$ cat config.mk
export PLATFORM = sky130hd
export DESIGN_NAME = piso_tx_ctrl
export DESIGN_NICKNAME = d
export VERILOG_FILES = /design/src/rtl/piso_pkg.sv /design/src/rtl/piso_shreg.sv /design/src/rtl/piso_tx_ctrl.sv
export SDC_FILE = /design/constraint.sdc
export NUM_CORES = 1
export LEC_CHECK = 0
export CAP_MARGIN = 20
export CORE_AREA = 2 2 39 41
export CTS_BUF_LIST = sky130_fd_sc_hd__clkbuf_8
export CTS_CLUSTER_SIZE = 40
export DETAILED_ROUTE_END_ITERATION = 16
export DIE_AREA = 0 0 41 43
export GPL_TIMING_DRIVEN = 0
export PLACE_DENSITY = 0.7
export SETUP_SLACK_MARGIN = 0.4
export SYNTH_ARGS = -nofsm -noshare
export SYNTH_HDL_FRONTEND = slang
export SYNTH_SLANG_ARGS = --single-unit
$ cat constraint.sdc
create_clock -name clk -period 1.42 [get_ports clk]
set_input_delay 0.284 -clock clk [delete_from_list [all_inputs] [get_ports clk]]
set_output_delay 0.284 -clock clk [all_outputs]
set_load 0.05 [all_outputs]
$ cat src/rtl/piso_pkg.sv
// Shared definitions for the PISO transmit sequencer:
// FSM state encoding and bit-counter sizing.
package piso_pkg;

  typedef enum logic {
    ST_IDLE  = 1'b0,
    ST_SHIFT = 1'b1
  } state_e;

  function automatic int cnt_w(input int width);
    return (width < 2) ? 1 : $clog2(width);
  endfunction

endpackage

$ cat src/rtl/piso_shreg.sv
// Parallel-load shift register; shifts toward the output end,
// filling with zero.
module piso_shreg #(
  parameter int WIDTH     = 4,
  parameter bit MSB_FIRST = 1'b0
) (
  input  logic             clk,
  input  logic             rst,
  input  logic             load_i,
  input  logic             shift_en_i,
  input  logic [WIDTH-1:0] data_i,
  output logic             ser_o
);

  logic [WIDTH-1:0] sh_q;

  always_ff @(posedge clk) begin
    if (rst) begin
      sh_q <= '0;
    end else if (load_i) begin
      sh_q <= data_i;
    end else if (shift_en_i) begin
      if (MSB_FIRST) sh_q <= {sh_q[WIDTH-2:0], 1'b0};
      else           sh_q <= {1'b0, sh_q[WIDTH-1:1]};
    end
  end

  assign ser_o = MSB_FIRST ? sh_q[WIDTH-1] : sh_q[0];

endmodule

$ cat src/rtl/piso_tx_ctrl.sv
// Word-to-bit serializer sequencer with valid/ready on both
// sides and zero-gap back-to-back frames.
module piso_tx_ctrl
  import piso_pkg::*;
#(
  parameter int WIDTH     = 4,
  parameter bit MSB_FIRST = 1'b0
) (
  input  logic             clk,
  input  logic             rst,
  input  logic [WIDTH-1:0] in_data,
  input  logic             in_valid,
  output logic             in_ready,
  output logic             ser_out,
  output logic             ser_valid,
  input  logic             ser_ready,
  output logic             frame_start,
  output logic             frame_end,
  output logic             busy
);

  localparam int CW = cnt_w(WIDTH);
  localparam logic [CW-1:0] LAST = CW'(WIDTH - 1);

  state_e        state_q;
  logic [CW-1:0] cnt_q;
  logic          shift_st;
  logic          last;
  logic          beat;
  logic          accept;

  assign shift_st = (state_q == ST_SHIFT);
  assign last     = shift_st && (cnt_q == LAST);
  assign beat     = shift_st && ser_ready;
  // Only the final beat of a frame opens the input early.
  assign in_ready = !shift_st || (last && ser_ready);
  assign accept   = in_valid && in_ready;

  always_ff @(posedge clk) begin
    if (rst) begin
      state_q <= ST_IDLE;
      cnt_q   <= '0;
    end else begin
      unique case (state_q)
        ST_IDLE: begin
          if (accept) begin
            state_q <= ST_SHIFT;
            cnt_q   <= '0;
          end
        end
        ST_SHIFT: begin
          if (beat) begin
            if (last) begin
              cnt_q <= '0;
              if (!in_valid) state_q <= ST_IDLE;
            end else begin
              cnt_q <= cnt_q + 1'b1;
            end
          end
        end
      endcase
    end
  end

  piso_shreg #(
    .WIDTH     (WIDTH),
    .MSB_FIRST (MSB_FIRST)
  ) u_shreg (
    .clk        (clk),
    .rst        (rst),
    .load_i     (accept),
    .shift_en_i (beat && !accept),
    .data_i     (in_data),
    .ser_o      (ser_out)
  );

  assign ser_valid   = shift_st;
  assign busy        = shift_st;
  assign frame_start = shift_st && (cnt_q == '0);
  assign frame_end   = last;

endmodule

* Yosys cells after proc, flatten, opt, wreduce, memory -nomap -nowiden
Cells that the tools add are included.
** Word-level totals
- Register bits after elaboration :: 7
- Input port bits :: 8
- Output and inout port bits :: 6
- Word-level logic and storage cells :: 31
** Operators by class
- Add/sub/neg operators :: 1
- Equal/unequal tests :: 3
- Mux-type cells :: 11
- Bitwise gates (word level) :: 1
- Reduce and logical (&&, ||, !) cells :: 12
** Operators with widths (count)
- 2-to-1 mux 4 bit :: 2
- logical AND 1 bit :: 6
- 2-to-1 mux 2 bit :: 3
- 2-to-1 mux 1 bit :: 4
- case mux 2 bit (2 select lines) :: 1
- adder 2 x 1 -> 2 bit (second input constant) :: 1
- equality test 2 bit (second input constant) :: 1
- logical NOT 1 bit :: 2
- logical NOT 2 bit :: 1
- inequality test 2 x 1 -> 1 bit (second input constant) :: 1
- inequality test 2 bit (second input constant) :: 1
- case mux 1 bit (2 select lines) :: 1
- AND reduction 2 bit :: 1
- nonzero test 2 bit :: 1
- logical OR 1 bit :: 1
- inverter 1 bit :: 1

* Depth between registers and ports, before layout
- Depth in word-level cells :: 9
- Mapped depth :: 4
- Depth with buffers taken out :: 4

* Modules after synthesis
Synthesis repeated with hierarchy kept, for this count alone.
** Unflattened totals
- Cell total of the unflattened synthesis :: 38
- Area, all modules :: 371.6 sq um
** By module, submodules not included
- piso_tx_ctrl :: instances 1, cells an instance 21, area each 198.9 sq um, seq. area each 60.1 sq um
- piso_shreg :: instances 1, cells an instance 17, area each 172.7 sq um, seq. area each 80.1 sq um

* Worst setup path before layout
OpenSTA, ideal clock, no wires.
- Path type :: register to register
- Start point :: reg state_q (netlist: busy)
- End point :: reg u_shreg.sh_q[3]
- Library setup time :: 116 ps
- Arrival time :: 1446 ps
- Data required time :: 1304 ps
- Path slack :: -142 ps
- Cell stages (with the launch flop) :: 5
- Path buffers :: 1
- Clock period less this slack :: 1562 ps
- Path through :: dfxtp_1 > buf_6 > a21bo_2 > a32oi_1 > nor2_1
** On the way
- Cells in the longest elaborated chain, start to end :: 7
- Elaborated cells between the ends (all ways) :: 10
- Classes of those cells :: 1 x mux; 9 x reduce/logical
** Ends and longest elaborated chain
- start, declared :: line piso_tx_ctrl.sv:25 : state_e state_q;
- start signal, assigned :: line piso_tx_ctrl.sv:41 : state_q <= ST_IDLE;
- start signal, assigned :: line piso_tx_ctrl.sv:47 : state_q <= ST_SHIFT;
- start signal, assigned :: line piso_tx_ctrl.sv:55 : if (!in_valid) state_q <= ST_IDLE;
- logical AND 1 bit :: line piso_tx_ctrl.sv:33 : assign last = shift_st && (cnt_q == LAST);
- logical AND 1 bit :: line piso_tx_ctrl.sv:36 : assign in_ready = !shift_st || (last && ser_ready);
- logical OR 1 bit * :: line piso_tx_ctrl.sv:36
- via in_ready :: line piso_tx_ctrl.sv:13 : output logic in_ready,
- logical AND 1 bit * :: line piso_tx_ctrl.sv:37 : assign accept = in_valid && in_ready;
- logical NOT 1 bit :: line piso_tx_ctrl.sv:72 : .shift_en_i (beat && !accept),
- logical AND 1 bit :: line piso_tx_ctrl.sv:72
- nonzero test 2 bit (no source line)
- end signal, assigned :: line piso_shreg.sv:21 : sh_q <= data_i;
- end signal, assigned :: line piso_shreg.sv:23 : if (MSB_FIRST) sh_q <= {sh_q[WIDTH-2:0], 1'b0};
- end signal, assigned :: line piso_shreg.sv:24 : else sh_q <= {1'b0, sh_q[WIDTH-1:1]};
- end, declared :: line piso_shreg.sv:15 : logic [WIDTH-1:0] sh_q;
The timed path passes the listed nets; every way through them passes the cells marked *.
A chain may end at the register's enable or synchronous reset.

* Final worst setup path
- Start point :: reg cnt_q[0]
- End point :: out in_ready
** On the way
- Cells in the longest elaborated chain, start to end :: 4
** Ends and longest elaborated chain
- start, declared :: line piso_tx_ctrl.sv:26 : logic [CW-1:0] cnt_q;
- start signal, assigned :: line piso_tx_ctrl.sv:57 : cnt_q <= cnt_q + 1'b1;
- equality test 2 bit :: line piso_tx_ctrl.sv:33
- logical AND 1 bit :: line piso_tx_ctrl.sv:33
- logical AND 1 bit :: line piso_tx_ctrl.sv:36
- logical OR 1 bit :: line piso_tx_ctrl.sv:36
- end, declared :: line piso_tx_ctrl.sv:13
Every way passes these cells.

==> summary.txt <==
Route
  – Drt via density: 4.83
  – Routed wire length per instance: 12.6 um
  – Final WL: 1.06 mm
  – First drt pass iteration count: 4
  – Drt initial violations: 3
  – Antenna viol nets, final: 0
  – DRC viols: 0
  – Vias: 406

Timing
  – Final Max Slew Viols: 0
  – Fmax: 716 MHz
  – RSZ-0062 raised after global routing: yes
  – Min Clock Period, post-route: 1.40 ns
  – Post-layout worst setup margin: 0.0225 ns
  – Worst slew pin tran: 0.378 ns
  – Final setup vio count: 0
  – Max-slew headroom: 0.748
  – WHS: 0.495 ns
  – Final Cycle Share: 0.984
  – Final TNS setup: 0 ns
  – Clock skew: 0.00491 ns
  – Final hold vios: 0

Synthesis
  – Ranking of synthesized cells by area: dfxtp_1 (34%), mux2i_1 (9.8%), a2111oi_1 (7.4%), or2b_1 (7.4%), nor2_1 (6.4%)
  – Register area share after synthesis: 0.344
  – Netlist cell types: 17
  – Cells after Synth: 45
  – Post-synth top area share: 0.344
  – Synth warn: 0
  – Post-Syn Nets: 55
  – #FFs+latches synth: 7
  – Cell area after synthesis: 408 sq um
  – Post-synth top area cell: dfxtp_1
  – Syn_area_per_cell: 9.06 sq um

Worst setup path
  – Crit path max fanout: 3
  – Crit path launch type: flop
  – Crit path DAT: 1.11 ns
  – CP required: 1.14 ns
  – Element type at the critical path end: output port
  – WS Path Type: flop to output port

CTS
  – CTS max path bufs: 2
  – Sink Count: 7
  – Worst-path clk slew: 0.04 ns
  – CTS tree: built
  – Clock latency on the worst-skew pair: 0.23 ns
  – Clock Tree Root: clkbuf_8
  – H-tree depth: 1
  – TritonCTS Buffers: 3

Placed design
  – Pre-CTS setup slack: -0.763 ns
  – Placed instance area: 576 sq um
  – Routability cong.: 0.757
  – PortBufs: 13

Pwr
  – Max IR drop VDD: 0.622 mV
  – Pleak: 0.334 nW
  – Power Dens Cells: 925 mW/mm^2
  – Total power: 0.000693 W

Global routing
  – Vias in the first global route: 377
  – Tot GR Track Use: 0.146
  – Total grt overflow: 0
  – First-pass GRT wire length: 1.65 mm
  – Antenna violations before repair: 0
  – Largest net degree at the start of global routing: 11

Layout
  – Most common cell after layout, fill and taps aside: nor2_1
  – Fraction of layout cells with a size suffix above 1: 0.485
  – Commonest non-fill, non-tap cells in the layout: nor2_1 (7), buf_8 (6), clkdlybuf4s50_1 (5)
  – P&R area growth vs syn: 83.7%
  – Fillers: 131
  – NumNets Final: 79
  – N_diodes: 0
  – Design area: 749 sq um

Die
  – CORE AREA: 0.00138 sq mm
  – FP Rows: 14
  – Io pins: 14
  – Initial Utilization: 0.295
  – Die H: 43 um
  – DIE AREA: 0.00176 sq mm
  – Die X: 41 um

Status
  – Status: complete, no violations

Worst hold path
  – Worst hold-check path type: flop to flop

Run
  – Max Cap Viol: 0
[path summary, 6_finish.rpt]
| check | from | end | slack [ns] | cells past startpoint |
|---|---|---|---|---|
| max | cnt_q[0]$_SDFFE_PP0P_ | in_ready | 0.02 | 3 |
| min | cnt_q[1]$_SDFFE_PP0P_ | cnt_q[1]$_SDFFE_PP0P_ | 0.49 | 2 |
| max reg2reg | cnt_q[1]$_SDFFE_PP0P_ | u_shreg.sh_q[1]$_SDFFE_PP0P_ | 0.15 | 5 |
| min reg2reg | cnt_q[1]$_SDFFE_PP0P_ | cnt_q[1]$_SDFFE_PP0P_ | 0.49 | 2 |
[flip-flops by register name (all words and copies together) (netlist names)]
| register | flops |
|---|---|
| busy | 1 |
| u_shreg.sh_q | 4 |
| cnt_q | 2 |
[cell type report]
cell class / count / area, sq um / area share
tap: 16 / 20.0 / 0.0267
sequential: 7 / 150 / 0.200
timing repair buffer: 19 / 210 / 0.280
multi-input combinational: 33 / 290 / 0.387
clock inverter: 1 / 3.75 / 0.00501
clock buffer: 3 / 41.3 / 0.0551
buffer: 2 / 22.5 / 0.0301
inverter: 3 / 11.3 / 0.0150
[cells in the mapped netlist]
library cell / n
nand2_1: 3
nand4b_1: 1
and2_1: 2
a2111oi_1: 3
mux2_4: 1
a21oi_1: 3
dfxtp_1: 7
nor2_1: 7
inv_1: 3
mux2i_1: 4
ha_1: 2
nand3_1: 1
a32oi_1: 1
a21bo_2: 1
buf_6: 1
or2b_1: 4
buf_4: 1
[cells by family after synthesis]
family                     Yosys count  share of synthesized area
AOI/OAI and AO/OA                    8                      0.156
adders and majority gates            2                     0.0613
buffers and inverters                5                     0.0736
DFF                                  7                      0.344
muxes                                5                      0.135
and+or+nand+nor                     18                      0.230
[through the flow]
step                cells   util
floorplan              45      -
global placement       74  0.416
detailed placement     74  0.416
CTS                    80  0.489
global route           84  0.542
finish                 84  0.542
[power by group]
group	switching, W	internal (W)
sequential	0.0000104	0.000211
clock	0.0000907	0.000187
combinational	0.0000938	0.000100
total	0.000195	0.000498
[per-layer routing]
metal | global-route usage | vias up | routed length [um]
met1 | 0.146 | 185 | 414
met3 | 0.0995 | 5 | 96
met2 | 0.216 | 13 | 520
li1 | - | 203 | -
met5 | 0 | - | 0
met4 | 0.0800 | 0 | 25
[worst max-delay path: stages, from the launching register on]
cell	delay [ns]
dfxtp_4	0.35
ha_4	0.16
a21bo_4	0.22
buf_8	0.15
[timing repair]
| item | in CTS | in global routing |
|---|---|---|
| hold endpoints to repair | 0 | 0 |
| pin swaps | 4 | 3 |
| resized for setup | 57 | 10 |
| setup buffers | 2 | 4 |
| hold buffers | 0 | 0 |
| gates cloned | 0 | 0 |
| setup endpoints to repair | 13 | 12 |
Note: power is estimated with default switching activity, not from simulation.
